==> src/rtl/idma_desc64_reg_submitter.sv <==
// Purpose: submits 64-bit descriptor addresses to a desc64 frontend via regbus writes to DESC_ADDR (optional stall timeout: IDMA_DESC64_SUBMIT_TIMEOUT_EN).
// Latency: request valid one cycle after stream accept; back-to-back completions sustain one write per cycle.
// Backpressure: regbus !ready holds the request and deasserts desc_ready_o; a write error parks in ERROR until err_clear_i.

package idma_desc64_reg_pkg;
    typedef struct packed {
        logic [31:0] addr;
        logic        write;
        logic [63:0] wdata;
        logic [7:0]  wstrb;
        logic        valid;
    } reg_req_t;

    typedef struct packed {
        logic [63:0] rdata;
        logic        error;
        logic        ready;
    } reg_rsp_t;
endpackage

module idma_desc64_reg_submitter #(
    parameter int unsigned          DataWidth      = 64,
    parameter int unsigned          AddrWidth      = 32,
    parameter logic [AddrWidth-1:0] DescAddrOffset = '0,
    parameter int unsigned          CntWidth       = 32,
    parameter int unsigned          TimeoutCycles  = 1024,
    parameter type                  reg_req_t      = idma_desc64_reg_pkg::reg_req_t,
    parameter type                  reg_rsp_t      = idma_desc64_reg_pkg::reg_rsp_t
) (
    input  logic                 clk_i,
    input  logic                 rst_i,
    input  logic [AddrWidth-1:0] base_addr_i,
    input  logic [63:0]          desc_addr_i,
    input  logic                 desc_valid_i,
    output logic                 desc_ready_o,
    output reg_req_t             reg_req_o,
    input  reg_rsp_t             reg_rsp_i,
    output logic                 busy_o,
    output logic                 error_o,
    output logic [63:0]          err_addr_o,
    input  logic                 err_clear_i,
`ifdef IDMA_DESC64_SUBMIT_TIMEOUT_EN
    output logic                 timeout_o,
`endif
    output logic [CntWidth-1:0]  submitted_o
);

    // The descriptor address is written as one full regbus beat.
    if (DataWidth != 64) begin : g_bad_width
        $error("idma_desc64_reg_submitter: DataWidth must be 64");
    end

    typedef enum logic [1:0] {
        IDLE  = 2'd0,
        WRITE = 2'd1,
        ERROR = 2'd2
    } state_e;

    state_e               state, state_nxt;
    logic [AddrWidth-1:0] req_addr;
    logic [63:0]          req_wdata;
    logic                 accept;
    logic                 done_ok;
    logic                 done_err;
    logic                 unused_rdata;

    // Read data is never consumed by a write-only initiator.
    assign unused_rdata = ^reg_rsp_i.rdata;

    assign done_ok  = (state == WRITE) && reg_rsp_i.ready && !reg_rsp_i.error;
    assign done_err = (state == WRITE) && reg_rsp_i.ready &&  reg_rsp_i.error;

    // A new descriptor may enter when idle or when the current write retires cleanly.
    assign desc_ready_o = (state == IDLE) || done_ok;
    assign accept       = desc_valid_i && desc_ready_o;
    assign busy_o       = (state == WRITE);

    // State register.
    always_ff @(posedge clk_i or posedge rst_i) begin
        if (rst_i) begin
            state <= IDLE;
        end else begin
            state <= state_nxt;
        end
    end

    // Next-state logic.
    always_comb begin
        state_nxt = state;
        case (state)
            IDLE: begin
                if (accept) state_nxt = WRITE;
            end
            WRITE: begin
                if (done_err)     state_nxt = ERROR;
                else if (done_ok) state_nxt = accept ? WRITE : IDLE;
            end
            ERROR: begin
                if (err_clear_i) state_nxt = IDLE;
            end
            default: state_nxt = IDLE;
        endcase
    end

    // Request fields captured on accept; held while the frontend stalls.
    always_ff @(posedge clk_i or posedge rst_i) begin
        if (rst_i) begin
            req_addr  <= '0;
            req_wdata <= '0;
        end else if (accept) begin
            req_addr  <= base_addr_i + DescAddrOffset;
            req_wdata <= desc_addr_i;
        end
    end

    // Drive the regbus request; valid follows the registered state only.
    always_comb begin
        reg_req_o       = '0;
        reg_req_o.addr  = req_addr;
        reg_req_o.write = 1'b1;
        reg_req_o.wdata = req_wdata;
        reg_req_o.wstrb = '1;
        reg_req_o.valid = (state == WRITE);
    end

    // Sticky error capture; the failed descriptor is dropped, its address kept for software.
    always_ff @(posedge clk_i or posedge rst_i) begin
        if (rst_i) begin
            error_o    <= 1'b0;
            err_addr_o <= '0;
        end else if (done_err) begin
            error_o    <= 1'b1;
            err_addr_o <= req_wdata;
        end else if ((state == ERROR) && err_clear_i) begin
            error_o    <= 1'b0;
        end
    end

    // Count successful writes, wrapping naturally.
    always_ff @(posedge clk_i or posedge rst_i) begin
        if (rst_i) begin
            submitted_o <= '0;
        end else if (done_ok) begin
            submitted_o <= submitted_o + 1'b1;
        end
    end

`ifdef IDMA_DESC64_SUBMIT_TIMEOUT_EN
    localparam int unsigned StallW = $clog2(TimeoutCycles + 1);
    localparam logic [StallW-1:0] StallMax = StallW'(TimeoutCycles);

    logic [StallW-1:0] stall_cnt;
    logic [StallW-1:0] stall_nxt;

    // Saturating count of consecutive stalled write cycles.
    always_comb begin
        stall_nxt = '0;
        if ((state == WRITE) && !reg_rsp_i.ready) begin
            stall_nxt = (stall_cnt == StallMax) ? stall_cnt : stall_cnt + 1'b1;
        end
    end

    // Stall counter and sticky timeout flag; the request itself is never aborted.
    always_ff @(posedge clk_i or posedge rst_i) begin
        if (rst_i) begin
            stall_cnt <= '0;
            timeout_o <= 1'b0;
        end else begin
            stall_cnt <= stall_nxt;
            if (err_clear_i) begin
                timeout_o <= 1'b0;
            end else if (stall_nxt >= StallMax) begin
                timeout_o <= 1'b1;
            end
        end
    end
`endif

endmodule

==> config.mk <==
export PLATFORM = sky130hd
export DESIGN_NAME = idma_desc64_reg_submitter
export DESIGN_NICKNAME = d
export VERILOG_FILES = /design/src/rtl/idma_desc64_reg_submitter.sv
export SDC_FILE = /design/constraint.sdc
export NUM_CORES = 1
export LEC_CHECK = 0
export ABC_AREA = 1
export CORE_MARGIN = 2
export CORE_UTILIZATION = 41
export DETAILED_ROUTE_END_ITERATION = 16
export GPL_TIMING_DRIVEN = 0
export PLACE_DENSITY = 0.8
export SLEW_MARGIN = 25
export SYNTH_ARGS = -nofsm -noshare
export SYNTH_HDL_FRONTEND = slang
export SYNTH_SLANG_ARGS = --single-unit
==> constraint.sdc <==
create_clock -name clk_i -period 8.1 [get_ports clk_i]
set_input_delay 1.62 -clock clk_i [delete_from_list [all_inputs] [get_ports clk_i]]
set_output_delay 1.62 -clock clk_i [all_outputs]
set_load 0.05 [all_outputs]
== Word level (Yosys, flattened, before mapping) ==
Cells that the tools add are included.

* Flip-flop bits (word level): 195
* Input bits: 166
* Output and inout port bits: 205
* Word-level logic and storage cells: 30

* $add $sub $neg: 1
* Eq/ne operators: 5
* Muxes and demuxes: 8
* Reduce and logical (&&, ||, !) cells: 10

{| class="wikitable"
|+ Operators with widths
! operator !! count
|-
| 32-bit by 1-bit adder with 32-bit output, second input constant || 1
|-
| 2-bit two-way mux || 4
|-
| 2-bit one-hot mux with 3 select lines || 1
|-
| 1-bit logical AND || 5
|-
| 2-bit inequality test, second input constant || 2
|-
| 1-bit two-way mux || 3
|-
| 3-bit by 1-bit inequality test with 1-bit output, second input constant || 1
|-
| 3-bit AND reduction || 1
|-
| 2-bit by 1-bit == test with 1-bit output, second input constant || 1
|-
| 2-bit == test, second input constant || 1
|-
| 2-bit logical NOT || 1
|-
| 2-bit nonzero test || 1
|-
| 1-bit logical NOT || 1
|-
| 1-bit logical OR || 1
|}

== Logic depth before layout (Yosys ltp) ==
Gate-level depths: netlist (run 1).

* Word-level depth: 9
* Depth in mapped cells: 10
* Gate-level depth less buffers: 10

== Worst setup path before layout (run 1) ==
OpenSTA, ideal clock, no wires.

* Kind: in2out
* Start: input reg_rsp_i[1] in the netlist's numbering
* End: output desc_ready_o
* Arrival time: 2.624 ns
* Data required time: 6.480 ns
* Path slack: 3.856 ns
* Stages: 4
* Buffers on the path: 1
* Cells stage by stage: inv_1 -> nand3_4 -> o21ai_2 -> clkbuf_1

* Cells in the longest elaborated chain, start to end: 3

{| class="wikitable"
|+ RTL lines
! what !! RTL line !! text
|-
| from (decl) || 37 || <nowiki>input reg_rsp_t reg_rsp_i,</nowiki>
|-
| 1-bit logical NOT || 70 || <nowiki>assign done_ok = (state == WRITE) && reg_rsp_i.ready && !reg_rsp_i.error;</nowiki>
|-
| 1-bit logical AND || 70 ||
|-
| 1-bit logical OR || 74 || <nowiki>assign desc_ready_o = (state == IDLE) || done_ok;</nowiki>
|-
| to (decl) || 35 || <nowiki>output logic desc_ready_o,</nowiki>
|}

Every way passes these cells.

== Worst setup path after layout (run 1) ==
* Start: input reg_rsp_i[0] in the netlist's numbering
* End: output desc_ready_o

* Cells in the longest elaborated chain, start to end: 3

{| class="wikitable"
|+ RTL lines
! what !! RTL line
|-
| 1-bit logical AND (2 in series) || 70
|-
| 1-bit logical OR || 74
|}

Every way passes these cells.

==> results of run 1 <==
## where the power goes
part           leakage, nW  internal, mW  switching [mW]
clock                0.268         0.411           0.413
sequential            2.35          1.35           0.219
combinational         3.00         0.867            1.99
total                 5.62          2.63            2.62
## cell usage after synthesis, drive strengths merged, types with 3 or more instances
library cell and n:
xor2 11, nand2 213, a21oi 64, o21ai 68
buf 22, dfrtp 195, clkbuf 26, nand3 49
nor3 3, nand4 6, xnor2 8, inv 99
nor2 99
## stage by stage
step	hold slack (ns)	instance area, um2
6_report	0.477	11900
5_1_grt	0.504	11900
4_1_cts	0.476	11900
3_5_place_dp	0.459	11300
3_3_place_gp	0.453	11200
2_1_floorplan	0.548	7930
## state kept, by name (all words and copies together) (netlist names)
| register | count |
|---|---|
| submitted_o | 32 |
| req_addr | 32 |
| req_wdata | 64 |
| state | 2 |
| err_addr_o | 64 |
| error_o | 1 |
## cell families after synthesis
logic type               synth area share
adder cells (fa/ha/maj)           0.00158
buffers and inverters              0.0813
AND/OR/NAND/NOR                     0.192
flip-flops                          0.618
XOR/XNOR                           0.0211
other                            0.000475
AO/OA/AOI/OAI                      0.0860
## metal layers
| layer | wire (um) | up-vias | global-route usage |
|---|---|---|---|
| met5 | 0 | - | 0 |
| met4 | 807 | 0 | 0.0974 |
| met2 | 11900 | 265 | 0.403 |
| met1 | 8950 | 3258 | 0.275 |
| li1 | - | 3356 | - |
| met3 | 2090 | 51 | 0.0818 |
## area by class of cell
type / count / area, um2
Clock buffer: 18 / 429
Fill cell: 1553 / 6980
Tap cell: 260 / 325
Clock inverter: 14 / 145
Multi-Input combinational cell: 535 / 2400
Timing Repair Buffer: 298 / 3020
Buffer: 48 / 270
Sequential cell: 195 / 4880
Inverter: 99 / 379
## how the worst min path moves through the flow
stage	end	start	slack [ns]
CTS	req_addr[7]	req_addr[7]	0.48
global placement	req_addr[30]	req_addr[30]	0.45
finish	req_addr[10]	req_addr[10]	0.48
detailed placement	req_addr[10]	req_addr[10]	0.46
floorplan	state[0]	state[1]	0.55
global route	req_addr[7]	req_addr[7]	0.50
## critical path, cell delays in order
cell	delay, ns
clkdlybuf4s50_1	0.55
nand3_4	0.17
o21ai_2	0.22
clkbuf_1	0.39
clkdlybuf4s50_1	0.89
==> impl_metrics.ini, run 1 <==
[layout]
most-common-layout-cells = clkdlybuf4s50_1, nand2_1, dfrtp_1
stdcell_count = 1467
drive_above_1_share = 0.0489
final_util = 0.629
fin_nets = 1361
final_common_cell = clkdlybuf4s50_1
area_delta_synth_final_pct = 50.1
antenna_cells = 0

[critical_path]
cp.required_ns = 6.48
end_kind = primary output
crit_end = desc_ready_o
worstSetupStartpoint = reg_rsp_i[0]
reg2reg_slack_ns = 6.01
reg2reg_to = req_addr[6]
arrival_ns = 3.86
critPathLaunchType = input port
critPathMaxFanout = 10
critPathKind = input port to primary output
regToRegStartpoint = state[1]
r2r_cells = 8

[floorplan]
num_rows = 50
core-area_um2 = 18800
dieArea_um2 = 20400
die_h_um = 143
ios = 371
dieWidth_um = 143
start_util = 0.419

[drt]
wl_per_cell_um = 16.2
ant_nets = 0
routed_wl_mm = 23.7
route.detailed.vias_per_inst = 4.72
vias = 6930
dr.pass1.iters = 5
drc = 0
drtIter0Drc = 352

[placement]
dp_hpwl_mm = 18.1
place_worst_setup_slack_ns = 2.62
dp.cells = 1435
numPortBuffers = 296
gp_congestion = 0.877

[synth]
ys.flop_type = dfrtp_1
synth_top_area_cell = dfrtp_1
synth_area_um2 = 7900
ys_seq_area_frac = 0.618
async_flop_share = 1.00
synth_top_area_share = 0.618
yosysWarnings = 0
syn_inst = 869
synth.area.top_cells = dfrtp_1, nand2_1, inv_1
syn_avg_cell_area_um2 = 9.09
synth.distinct_cells = 26
synth-seq-cells = 195
synth_edf_count = 0

[global_routing]
antenna_found_initial = 0
grt_pass1_wl_mm = 37.0
grt_start_max_net_pins = 98
grt_pass1_vias = 7064
grt_usage = 0.237
grt-ovfl-total = 0

[sta]
fin_crit_sh = 0.676
fmax_mhz = 183
hold_violations = 0
drv_slew = 0
fin_setup_tns_ns = 0
skew_ns = 0.00882
post-route-min-period_ns = 5.48
maxSlewHeadroom = 0.563
setup-violations-final = 0
worstMarginPinSlew_ns = 0.653
fin_ws_ns = 2.62
rsz0062_at_grt = false

[power_and_ir_drop]
irDropWorstVdd_mv = 0.262
leakagePower_nw = 5.62
powerDensity_nw_per_um2 = 443
fin_total_pwr_mw = 5.25

[min_path]
hold_path_class = flop to flop
holdPathStages = 2

[cts]
clk-insertion-delay-late_ns = 0.43
cts_hold_buffers = 0
htree_num_levels = 4
cts-root-buf = clkbuf_16
cts.sinks = 195
post_cts_buffers = 0
cts_buffer_depth = 2
ctsResizeCount = 0
cts_buffers = 17
clk_pin_slew_ns = 0.08
cts_tree = yes

[status]
status = finished, final reports clean

[flow_run]
cap_violations = 0
Power figures use the tool's default switching activity.
==> run 2: changes to the inputs <==
==> constraint.sdc (replaced) <==
create_clock -name clk_i -period 5.3 [get_ports clk_i]
set_input_delay 1.06 -clock clk_i [delete_from_list [all_inputs] [get_ports clk_i]]
set_output_delay 1.06 -clock clk_i [all_outputs]
set_load 0.05 [all_outputs]
==> run 2 against run 1 <==
Clock power is 57% higher; routed wire length is 1.6% higher; worst hold slack worse by 0.0019 ns; clock skew is 0.0037 ns higher; via count is 0.48% higher; critical endpoint unchanged; largest power group unchanged.
==> impl_metrics.ini, run 2 (same netlist as run 1, synthesis figures left out) <==
[cts]
clk-insertion-delay-late_ns = 0.43
htree_num_levels = 4
cts_buffer_depth = 2
cts_tree = yes
ctsResizeCount = 0
cts_hold_buffers = 0
cts-root-buf = clkbuf_16
cts.sinks = 195
clk_pin_slew_ns = 0.08
cts_buffers = 17
post_cts_buffers = 0

[critical_path]
critPathSlowestCell = clkdlybuf4s50_1
cp_top_family = buffers and inverters
critPathMaxFanout = 10
arrival_ns = 3.36
critPathLaunchType = input port
cpMostUsedCell = clkdlybuf4s50_1
cp.required_ns = 4.24
path_cells = clkdlybuf4s50_1 > nand3_4 > o21ai_2 > clkbuf_1 > clkdlybuf4s50_1
path_buf_inv = 3
crit_path_max_incr_delay_ns = 0.92
end_kind = primary output
critPathKind = input port to primary output

[sta]
rsz0062_at_grt = false
worstMarginPinSlew_ns = 0.641
hold_violations = 0
post-route-min-period_ns = 4.42
setup-violations-final = 0
skew_ns = 0.0125
maxSlewHeadroom = 0.573
fin_setup_tns_ns = 0
fmax_mhz = 226
fin_crit_sh = 0.834
drv_slew = 0

[global_routing]
grt-ovfl-total = 0
grt_pass1_vias = 7211
grt_start_max_net_pins = 32
antenna_found_initial = 2
grt_usage = 0.243
grt_pass1_wl_mm = 38.0

[power_and_ir_drop]
leakagePower_nw = 5.68
p_seq_frac = 0.299
swShare = 0.498
irDropWorstVdd_mv = 0.429
pwr-share-clk = 0.160
p_comb_frac = 0.541
internal-power_mw = 4.04
powerDensity_nw_per_um2 = 673
netSwitchingPower_mw = 4.01
fin_total_pwr_mw = 8.05

[floorplan]
core-area_um2 = 18800
ios = 371
dieWidth_um = 143
num_rows = 50
start_util = 0.419
die_h_um = 143
dieArea_um2 = 20400

[layout]
fillers = 1513
final_common_cell = clkdlybuf4s50_1
top_regs = err_addr_o (64), req_wdata (64)
most-common-layout-cells = clkdlybuf4s50_1, nand2_1, dfrtp_1
drive_above_1_share = 0.0536
area_delta_synth_final_pct = 51.6
fin_nets = 1366

[drt]
drc = 0
dr.pass1.iters = 4
drtIter0Drc = 401
routed_wl_mm = 24.1
route.detailed.vias_per_inst = 4.72
wl_per_cell_um = 16.4
ant_nets = 0
vias = 6963

[placement]
gp_congestion = 0.930
numPortBuffers = 296
dp_hpwl_mm = 18.5

[flow_run]
cap_violations = 0

[min_path]
hold_path_class = flop to flop

[status]
status = finished, final reports clean
## run 2: cell types whose count changed in the layout (fill, tap and decap cells not counted), sizes merged
cell	previous run	this run
clkinvlp	4	1
clkinv	4	7
buf	24	29
diode	0	2
## run 2: area by class of cell
type / count / area, um2 / share of cell area
diodes: 2 / 5.00 / 0.000418
repair buffers: 303 / 3110 / 0.260
well taps: 260 / 325 / 0.0272
clock buffers: 18 / 439 / 0.0367
multi-input cells: 535 / 2400 / 0.201
clock inverters: 14 / 158 / 0.0132
inverters: 99 / 375 / 0.0314
flip-flops and latches: 195 / 4880 / 0.408
plain buffers: 48 / 270 / 0.0226
## run 2: power groups by stage
| stage | sequential (mW) | combinational (mW) | clock (mW) |
|---|---|---|---|
| floorplan | 4.41 | 0.734 | 0 |
| global placement | 2.40 | 4.32 | 0 |
| detailed placement | 2.42 | 4.38 | 0 |
| CTS | 2.41 | 4.39 | 1.31 |
| global route | 2.48 | 4.58 | 1.36 |
| finish | 2.41 | 4.36 | 1.29 |
## run 2: path summary, 6_finish.rpt
kind,from,end,slack (ns),depth (start not counted)
max in group asynchronous,rst_i,err_addr_o[43],3.60,4
max,reg_rsp_i[0],desc_ready_o,0.88,5
min in group asynchronous,rst_i,req_wdata[61],0.98,2
min reg2reg,req_addr[2],req_addr[2],0.47,2
min,req_addr[2],req_addr[2],0.47,2
max reg2reg,state[1],req_addr[25],3.20,8
## run 2: tightest hold or removal path, delay by kind of cell, from the launching register on
family	cells	cell delay, ns
flops	1	0.35
simple gates	2	0.10
## run 2: layer usage
| metal | vias up | wire length (um) | track usage |
|---|---|---|---|
| met2 | 236 | 12200 | 0.421 |
| met4 | 0 | 738 | 0.0907 |
| met1 | 3336 | 9150 | 0.278 |
| met5 | - | 0 | 0 |
| met3 | 41 | 1990 | 0.0832 |
| li1 | 3350 | - | - |
## run 2: metrics by stage
step	instance area, um2	hold WS [ns]	util	instances	setup slack [ns]
6_report	12000	0.475	0.636	1474	0.879
5_1_grt	12000	0.499	0.636	1474	0.762
4_1_cts	12000	0.475	0.635	1472	0.871
3_5_place_dp	11400	0.458	0.604	1440	0.878
3_3_place_gp	11200	0.453	0.596	1433	0.150
2_1_floorplan	7930	0.548	-	877	1.72
